### src/rtl/dut_math_pkg.sv
// Shared types and packed-word field layout for the FIFO output reader.
package dut_math_pkg;

  typedef enum logic {
    ST_IDLE     = 1'b0,
    ST_IN_FRAME = 1'b1
  } frame_state_e;

  // Packed FIFO word is {data, last, source_id} with source_id in the LSBs.
  localparam int unsigned SRC_ID_LSB = 0;

  function automatic int unsigned last_bit(input int unsigned id_width);
    return id_width;
  endfunction

  function automatic int unsigned data_lsb(input int unsigned id_width);
    return id_width + 1;
  endfunction

endpackage

### src/rtl/dut_skid_buffer_2e.sv
// Two-entry in-order holding buffer; vacated entries are zeroed so the head reads 0 when empty.
module dut_skid_buffer_2e #(
  parameter int unsigned WIDTH = 8
) (
  input  logic             clk,
  input  logic             nreset,
  input  logic             push,
  input  logic [WIDTH-1:0] push_data,
  input  logic             pop,
  output logic [1:0]       occ,
  output logic [WIDTH-1:0] head
);

  logic [WIDTH-1:0] e0_r;
  logic [WIDTH-1:0] e1_r;
  logic [1:0]       occ_r;
  logic             pop_ok;
  logic             push_ok;

  assign pop_ok  = pop && (occ_r != 2'd0);
  assign push_ok = push && (pop_ok || (occ_r != 2'd2));
  assign occ     = occ_r;
  assign head    = e0_r;

  always_ff @(posedge clk or negedge nreset) begin
    if (!nreset) begin
      e0_r  <= '0;
      e1_r  <= '0;
      occ_r <= 2'd0;
    end else if (push_ok && pop_ok) begin
      if (occ_r == 2'd2) begin
        e0_r <= e1_r;
        e1_r <= push_data;
      end else begin
        e0_r <= push_data;
      end
    end else if (pop_ok) begin
      e0_r  <= e1_r;
      e1_r  <= '0;
      occ_r <= occ_r - 2'd1;
    end else if (push_ok) begin
      if (occ_r == 2'd0) begin
        e0_r <= push_data;
      end else begin
        e1_r <= push_data;
      end
      occ_r <= occ_r + 2'd1;
    end
  end

endmodule

### src/rtl/dut_fifo_out_reader.sv
// Drains a 1-cycle-latency FIFO into a ready/valid beat stream, tracking frame length and source-ID consistency.
module dut_fifo_out_reader
  import dut_math_pkg::*;
#(
  parameter int unsigned DATA_WIDTH            = 64,
  parameter int unsigned IN_INTERFACE_ID_WIDTH = 2,
  parameter int unsigned FRAME_CNT_WIDTH       = 16
) (
  input  logic                                      clk,
  input  logic                                      nreset,
  input  logic [DATA_WIDTH+IN_INTERFACE_ID_WIDTH:0] fifo_data,
  output logic                                      fifo_re,
  input  logic                                      fifo_empty,
  output logic [DATA_WIDTH-1:0]                     out_data,
  output logic [IN_INTERFACE_ID_WIDTH-1:0]          out_data_source_id,
  output logic                                      out_data_last,
  output logic                                      out_data_valid,
  input  logic                                      out_data_ready,
  output logic [FRAME_CNT_WIDTH-1:0]                out_frame_len,
  output logic                                      out_frame_err
);

  localparam int unsigned FIFO_WIDTH = DATA_WIDTH + IN_INTERFACE_ID_WIDTH + 1;
  localparam int unsigned LAST_POS   = last_bit(IN_INTERFACE_ID_WIDTH);
  localparam int unsigned DATA_LSB   = data_lsb(IN_INTERFACE_ID_WIDTH);

  logic [1:0]                       occ_r;
  logic                             rd_pend_r;
  logic [FIFO_WIDTH-1:0]            head;
  logic                             pop_c;
  logic [2:0]                       fill_c;
  frame_state_e                     state_r;
  logic [FRAME_CNT_WIDTH-1:0]       cnt_r;
  logic [FRAME_CNT_WIDTH-1:0]       cnt_inc_c;
  logic [IN_INTERFACE_ID_WIDTH-1:0] frame_id_r;
  logic [IN_INTERFACE_ID_WIDTH-1:0] head_id;
  logic                             head_last;

  assign head_id   = head[SRC_ID_LSB +: IN_INTERFACE_ID_WIDTH];
  assign head_last = head[LAST_POS];

  dut_skid_buffer_2e #(
    .WIDTH (FIFO_WIDTH)
  ) u_buf (
    .clk       (clk),
    .nreset    (nreset),
    .push      (rd_pend_r),
    .push_data (fifo_data),
    .pop       (pop_c),
    .occ       (occ_r),
    .head      (head)
  );

  // Read request counts the word already in flight so the buffer can never overflow.
  always_comb begin
    out_data_valid = (occ_r != 2'd0);
    pop_c          = out_data_valid && out_data_ready;
    fill_c         = 3'(occ_r) + 3'(rd_pend_r) - 3'(pop_c);
    fifo_re        = nreset && !fifo_empty && (fill_c < 3'd2);
  end

  always_ff @(posedge clk or negedge nreset) begin
    if (!nreset) begin
      rd_pend_r <= 1'b0;
    end else begin
      rd_pend_r <= fifo_re;
    end
  end

  assign cnt_inc_c = (cnt_r == {FRAME_CNT_WIDTH{1'b1}}) ? cnt_r : cnt_r + FRAME_CNT_WIDTH'(1);

  // Frame tracker: advances only on an accepted beat; ID mismatch is reported, never acted on.
  always_ff @(posedge clk or negedge nreset) begin
    if (!nreset) begin
      state_r    <= ST_IDLE;
      cnt_r      <= '0;
      frame_id_r <= '0;
    end else if (pop_c) begin
      case (state_r)
        ST_IDLE: begin
          if (!head_last) begin
            frame_id_r <= head_id;
            cnt_r      <= FRAME_CNT_WIDTH'(1);
            state_r    <= ST_IN_FRAME;
          end
        end
        ST_IN_FRAME: begin
          if (head_last) begin
            cnt_r   <= '0;
            state_r <= ST_IDLE;
          end else begin
            cnt_r <= cnt_inc_c;
          end
        end
        default: state_r <= ST_IDLE;
      endcase
    end
  end

  // Head entry is zeroed whenever the buffer is empty, so payload fields need no gating.
  always_comb begin
    out_data           = head[DATA_LSB +: DATA_WIDTH];
    out_data_source_id = head_id;
    out_data_last      = head_last;
    out_frame_len      = '0;
    out_frame_err      = 1'b0;
    if (out_data_valid) begin
      out_frame_len = (state_r == ST_IDLE) ? FRAME_CNT_WIDTH'(1) : cnt_inc_c;
      out_frame_err = (state_r == ST_IN_FRAME) && (head_id != frame_id_r);
    end
  end

endmodule

### config.mk
export PLATFORM = sky130hd
export DESIGN_NAME = dut_fifo_out_reader
export DESIGN_NICKNAME = d
export VERILOG_FILES = /design/src/rtl/dut_math_pkg.sv /design/src/rtl/dut_skid_buffer_2e.sv /design/src/rtl/dut_fifo_out_reader.sv
export SDC_FILE = /design/constraint.sdc
export NUM_CORES = 1
export LEC_CHECK = 0
export BUFFER_PORTS_ARGS = -buffer_cell sky130_fd_sc_hd__buf_2
export CORE_MARGIN = 5
export CORE_UTILIZATION = 60
export DETAILED_ROUTE_END_ITERATION = 16
export MAX_ROUTING_LAYER = met4
export PLACE_DENSITY_LB_ADDON = 0.12
export REMOVE_ABC_BUFFERS = 1
export SLEW_MARGIN = 30
export SYNTH_ARGS = -nofsm -noshare
export SYNTH_HDL_FRONTEND = slang
export SYNTH_SLANG_ARGS = --single-unit
### constraint.sdc
create_clock -name clk -period 6.52 [get_ports clk]
set_clock_uncertainty 0.2 [all_clocks]
set_input_delay 0 -clock clk [delete_from_list [all_inputs] [get_ports clk]]
set_output_delay 0 -clock clk [all_outputs]
set_load 0.02 [all_outputs]
# Word-level counts from Yosys, hierarchy flattened
# Index checks and enable logic that the tools add are counted.
word_totals:
  rom_bits: 0
  mem_count: 0
  latchBits: 0
  ram_bits: 0
  regBits: 156
op_classes:
  div: 0
  bitwise: 3
  addsub: 5
  magnitude_cmp: 1
  n_eq_ne: 7
  n_mux: 20
  n_reduce_logical: 19
  n_shift: 0
  multipliers: 0
op_table:
  columns: ["operator", "count"]
  rows:
  - ["$mux 67", 10]
  - ["$mux 16", 5]
  - ["$pmux 16 s2", 1]
  - ["$add 16x1->16 const B", 1]
  - ["$eq 16x16->1 const B", 1]
  - ["$logic_and 1x1->1", 7]
  - ["$ne 2x2->1 const B", 3]
  - ["$reduce_and 2->1", 3]
  - ["$reduce_and 3->1", 2]
  - ["$reduce_bool 3->1", 2]
  - ["$mux 2", 2]
  - ["$reduce_bool 2->1", 2]
  - ["$add 2x1->3", 1]
  - ["$lt 3x2->1 const B", 1]
  - ["$ne 3x1->1 const B", 1]
  - ["$not 1->1", 3]
  - ["$sub 3x1->3", 1]
  - ["$add 2x1->2 const B", 1]
  - ["$eq 2x2->1 const B", 1]
  - ["$logic_not 2->1", 1]
  - ["$mux 1", 2]
  - ["$ne 2x2->1", 1]
  - ["$sub 2x1->2 const B", 1]
  - ["$logic_not 1->1", 1]
  - ["$logic_or 1x1->1", 1]

# Depth between registers and ports, before layout
logic_depth:
  word_depth: 8
  depth_mapped: 11
  depth_no_buf: 7

# By module
# A second synthesis with hierarchy kept.
unflattened:
  hier_cells: 869
  area_unflattened_um2: 9168.8
modules_own_cells:
  columns: ["module", "cells_each", "area_per_inst_um2", "instances"]
  rows:
  - ["dut_skid_buffer_2e", 677, 7637.3, 1]
  - ["dut_fifo_out_reader", 192, 1531.5, 1]

# Worst setup path after synthesis
# No wires, ideal clock.
synth_timing:
  path_type: "reg-to-reg"
  startpoint: "register u_buf.occ_r[1], in the netlist u_buf.occ[1]"
  endpoint: "register rd_pend_r"
  slack_ps: 3589
  required_time_ps: 6135
  synth_period_minus_slack_ps: 2931
  setup_ps: 185
  path_buffers: 1
  arrival_time_ps: 2546
  path_stages_with_launch: 9
  cell_sequence: "dfrtp_1 > o21ai_1 > clkinv_1 > clkbuf_1 > ha_1 > nand2b_1 > fa_1 > xor2_1 > nor3_1"
synth_via:
  elab_chain_cells: 5
synth_lines:
  columns: ["item", "line", "rtl"]
  rows:
  - ["start, declared", "dut_skid_buffer_2e.sv:16", "logic [1:0] occ_r;"]
  - ["start signal, assigned", "dut_skid_buffer_2e.sv:40", "occ_r <= occ_r - 2'd1;"]
  - ["start signal, assigned", "dut_skid_buffer_2e.sv:47", "occ_r <= occ_r + 2'd1;"]
  - ["$reduce_bool 2->1", "dut_fifo_out_reader.sv:56", "out_data_valid = (occ_r != 2'd0);"]
  - ["$logic_and 1x1->1", "dut_fifo_out_reader.sv:57", "pop_c = out_data_valid && out_data_ready;"]
  - ["named net pop_c", "dut_fifo_out_reader.sv:30", "logic pop_c;"]
  - ["$sub 3x1->3", "dut_fifo_out_reader.sv:58", "fill_c = 3'(occ_r) + 3'(rd_pend_r) - 3'(pop_c);"]
  - ["$lt 3x2->1", "dut_fifo_out_reader.sv:59", "fifo_re = nreset && !fifo_empty && (fill_c < 3'd2);"]
  - ["$logic_and 1x1->1", "dut_fifo_out_reader.sv:59", null]
  - ["named net fifo_re", "dut_fifo_out_reader.sv:12", "output logic fifo_re,"]
  - ["end signal, assigned", "dut_fifo_out_reader.sv:66", "rd_pend_r <= fifo_re;"]
  - ["end, declared", "dut_fifo_out_reader.sv:28", "logic rd_pend_r;"]
# The timed path passes the listed nets, and every way through them passes these cells.
# A chain may end at the register's enable or synchronous reset.

# Worst setup path in the final report
layout_timing:
  startpoint: "register u_buf.occ_r[1], in the netlist u_buf.occ[1]"
  endpoint: "output fifo_re"
layout_via:
  elab_chain_cells: 5
layout_lines:
  columns: ["item", "line"]
  rows:
  - ["parallel branches: the longest is 2 deep, another holds $add 2x1->3", null]
  - ["$sub 3x1->3 *", "dut_fifo_out_reader.sv:58"]
  - ["$lt 3x2->1 *", "dut_fifo_out_reader.sv:59"]
  - ["$logic_and 1x1->1 *", "dut_fifo_out_reader.sv:59"]
  - ["end, declared", "dut_fifo_out_reader.sv:12"]
# Every way passes the cells marked *.

==> impl_summary.txt <==
----------------------------------------------------
[Final layout]
  Post-synthesis to final-layout area growth ... 27.6%
  Reg area ... between 3000 and 4000 µm²
  Proportion of layout cells with a drive suffix above 1 ... ~28%
  Number of filler cells placed in the layout ... 833
  Area taken by multi-input logic gates ... approximately 3700 µm²
  Count of placed standard cells in the final layout, fillers left out ... ~1100
  Net count reported at finish ... 1014

[Clock tree]
  Cell chosen for the clock root ... sky130_fd_sc_hd__clkbuf_16
  Setup Buffers After CTS ... 0
  Buffer depth of the longest clock path ... 2
  Total CTS buffers ... 17
  Post-CTS resize count ... 0
  TritonCTS Sinks ... around 160
  TritonCTS clock tree ... built
  Maximum level of the CTS H-tree ... 4
  Clock edge transition at the registers on the reported setup and hold paths ... 0.06 ns
  Worst-skew pair later-pin latency ... 0.42 ns
  Number of buffers added to fix hold violations after cts ... between 60 and 70

[STA]
  Total setup violations reported at the end of the flow ... 0
  Total negative slack for setup checks ... 0 ns
  Max-slew violation total from the final report ... 0
  Max-slew headroom ... 41.5%
  Crit path time final ... 4.24 ns
  Unrepaired setup endpoints after global routing ... no
  Final critical-path share of the clock period ... 65.0%
  Hold violation count in the final report ... 0
  Peak clock frequency supported by timing ... 0.236 GHz
  Actual transition at the worst max-transition pin ... 0.877 ns

[Pwr]
  Leak ... 0.00450 µW
  Maximum VDD drop ... 328 µV
  Total power per unit cell area ... 526 nW/µm²

[Setup path]
  Cell family with most CP delay ... adder cells
  Worst r2r dst ... rd_pend_r
  Startpoint of the worst setup timing path ... u_buf.occ[1]
  Crit path buffers/inverters ... 2
  Largest stage delay on the critical path ... around 0.71 ns
  R2R Path Start ... u_buf.occ[1]
  Capture point of the worst path ... fifo_re
  Crit path max-delay cell type ... sky130_fd_sc_hd__dfrtp_1
  Cell count along the critical path ... 8
  Data arrival time of the critical path ... 4.04 ns
  Reg2Reg Depth ... 7
  Worst reg-to-reg setup slack ... about 2.8 ns
  Required time of the worst setup path ... 6.32 ns
  Max Fanout on Critical Path ... 25
  Endpoint kind of the worst setup timing path ... output pin
  Critical Path, Cell by Cell ... o21ai_2 -> clkinv_1 -> ha_1 -> nand2b_1 -> fa_1 -> xor2_1 -> nor3_1 -> buf_2
  Worst Setup Path Type ... reg -> out
  Critical path startpoint category ... register

[Synthesis]
  Library cells used by synthesis ... 58
  Syn_area_per_cell ... 10.4 µm²
  Most used standard cell by instance count after synthesis ... sky130_fd_sc_hd__dfrtp_1
  Synth Area in Compound Gates ... 26.4%
  Synth Area in Simple Gates ... 9.30%
  Largest area contributor in the synthesized netlist ... sky130_fd_sc_hd__dfrtp_1
  Area share of the largest cell type after synthesis ... 49.6%
  Top cells by instance count after synthesis ... 156 x sky130_fd_sc_hd__dfrtp_1, 94 x sky130_fd_sc_hd__o22ai_1, 77 x sky130_fd_sc_hd__a21oi_1, 68 x sky130_fd_sc_hd__a22o_1, 49 x sky130_fd_sc_hd__mux2_2
  Number of synthesized flops with an enable pin ... 0
  Gate count after technology mapping ... 756
  Share of synthesized registers carrying an async set or reset ... 100%
  Area share of fa/ha/maj cells after synthesis ... less than 1%
  Yosys synthesis warning count ... 0
  Mux contribution to synthesized area ... 8.92%
  Main combinational cell family by area after synthesis ... compound AO/OA/AOI/OAI gates
  Xor and xnor fraction of the mapped netlist area ... about 1%
  Cell types with the largest area share after synthesis ... sky130_fd_sc_hd__dfrtp_1 50%, sky130_fd_sc_hd__a22o_1 7.6%, sky130_fd_sc_hd__o22ai_1 7.5%, sky130_fd_sc_hd__mux2_2 7.0%, sky130_fd_sc_hd__a21oi_1 4.9%
  Sequential element share of the synthesized area ... 49.6%
  Synth Register Bits ... 156
  Cell area after technology mapping ... 7870 µm²
  Main flop type after synthesis ... sky130_fd_sc_hd__dfrtp_1

[Floorplanning]
  Total number of placement rows ... 41
  Starting Density ... 61.9%
  Core area ... 12700 µm²
  Die Y ... 125 µm
  I/O pins ... 157
  Floorplan die area ... 15500 µm²
  Die Width ... 125 µm

[Global routing]
  Top Usage Layer GRT ... met2
  Global-route track usage on met2 ... 47.0%
  Overall fraction of global-route tracks in use ... roughly 29%
  Maximum number of pins on one net before global-route repair ... 93
  Total gr overflow ... 0
  GRT met1 Usage ... 36.9%
  First-pass GRT wire length ... 36900 µm
  Met3 layer usage reported by global route ... under 10%
  Vias in the first global route ... 7278
  Initial antenna violation count ... 1

[Detailed routing]
  DRC marker count from the first detailed-route iteration ... 721
  WL final ... about 23000 µm
  Total iterations of the first detailed-routing run ... 7
  Drc violations ... 0
  Routed wirelength normalized by instance count ... 20.4 µm
  Number of routed nets with antenna violations ... 0
  Via count ... approximately 7400
  Ratio of routed vias to standard cells ... 6.61

[Flow run]
  Max-cap viol count ... 0

[Place]
  Port bufs ... 156
  Instance count after placement with tap cells included ... between 1000 and 1500
  HPWL after detailed placement ... 13300 µm
  Routability congestion estimate ... 0.896

[Min path]
  Class of the most critical hold timing path ... in -> async

[Outcome]
  Outcome ... finished, final reports clean

----------------------------------------------------
[cell families (layout without fill, tap and decap cells)]
kind of cell,count (synthesis),in the layout
muxes,64,64
other,0,1
adders and majority gates,4,4
and+or+nand+nor,140,140
xor gates and xnor gates,9,9
AOI/OAI and AO/OA,307,307
DFF,156,156
buffers and inverters,76,272
[report_power, final]
group / internal, µW / total [µW] / switching (µW)
Clock: 703 / 1110 / 408
Combinational: 983 / 2380 / 1400
Sequential: 1400 / 1790 / 386
[per-layer routing]
layer | vias up | wire length, µm
li1 | 3285 | -
met1 | 3722 | 9380
met2 | 365 | 11500
met3 | 59 | 1530
met4 | 0 | 565
met5 | - | 0
[state kept, by name, indices dropped and copies added, names as in the netlist]
signal      cells
u_buf.head     67
cnt_r          16
u_buf.e1_r     67
frame_id_r      2
u_buf.occ       2
state_r         1
rd_pend_r       1
[worst reg2reg max path, stage by stage, from the launching register on]
cell and delay, ns:
sky130_fd_sc_hd__dfrtp_1 0.71, sky130_fd_sc_hd__o21ai_2 0.64, sky130_fd_sc_hd__clkinv_1 0.56, sky130_fd_sc_hd__ha_1 0.45, sky130_fd_sc_hd__nand2b_1 0.16, sky130_fd_sc_hd__fa_1 0.41
sky130_fd_sc_hd__xor2_1 0.15, sky130_fd_sc_hd__nor3_1 0.31
[layout by cell type (no fill, tap or decap), types with 6 or more instances in the layout]
cell type                       instances
sky130_fd_sc_hd__a22o_1                68
sky130_fd_sc_hd__nor3_1                 9
sky130_fd_sc_hd__buf_4                  8
sky130_fd_sc_hd__nand2_1               26
sky130_fd_sc_hd__a21oi_1               77
sky130_fd_sc_hd__o21ai_0               20
sky130_fd_sc_hd__nand3_1               15
sky130_fd_sc_hd__nor2b_1                9
sky130_fd_sc_hd__buf_2                155
sky130_fd_sc_hd__dlygate4sd3_1         70
sky130_fd_sc_hd__nor2_1                36
sky130_fd_sc_hd__dfrtp_1              155
sky130_fd_sc_hd__o211ai_1               6
sky130_fd_sc_hd__a22oi_1                8
sky130_fd_sc_hd__a221o_1                7
sky130_fd_sc_hd__clkbuf_16             17
sky130_fd_sc_hd__mux2i_1               15
sky130_fd_sc_hd__mux2_2                49
sky130_fd_sc_hd__o22ai_1               94
sky130_fd_sc_hd__a31oi_1                9
[per-stage QoR]
step                hold slack [ns]  instance area [µm²]  util, %  power [µW]  worst slack [ns]
global route                  0.118                10000     79.0        5550              2.00
detailed placement          -0.0538                 8660     68.1        4080              2.42
CTS                          0.0721                10000     78.7        5240              1.98
global placement            -0.0632                 8660     68.1        3980              2.73
finish                       0.0237                10000     79.0        5280              2.28
floorplan                    -0.496                 7580        -        3330             0.889
[final cells by class]
type	count	area share, %
timing repair buffer	234	15.4
antenna	1	0.0249
sequential	156	38.9
tap	172	2.14
multi-input combinational	524	36.7
clock buffer	19	4.51
inverter	6	0.224
clock inverter	13	2.10
[worst min path at each step]
stage          startpoint  cells after the start         to
2_1_floorplan      nreset                      0   cnt_r[0]
3_3_place_gp       nreset                      1  cnt_r[13]
3_5_place_dp       nreset                      1  cnt_r[13]
4_1_cts            nreset                      2  cnt_r[12]
5_1_grt            nreset                      2  cnt_r[14]
6_report           nreset                      2  cnt_r[13]
Note: power is estimated with default switching activity, not from simulation.
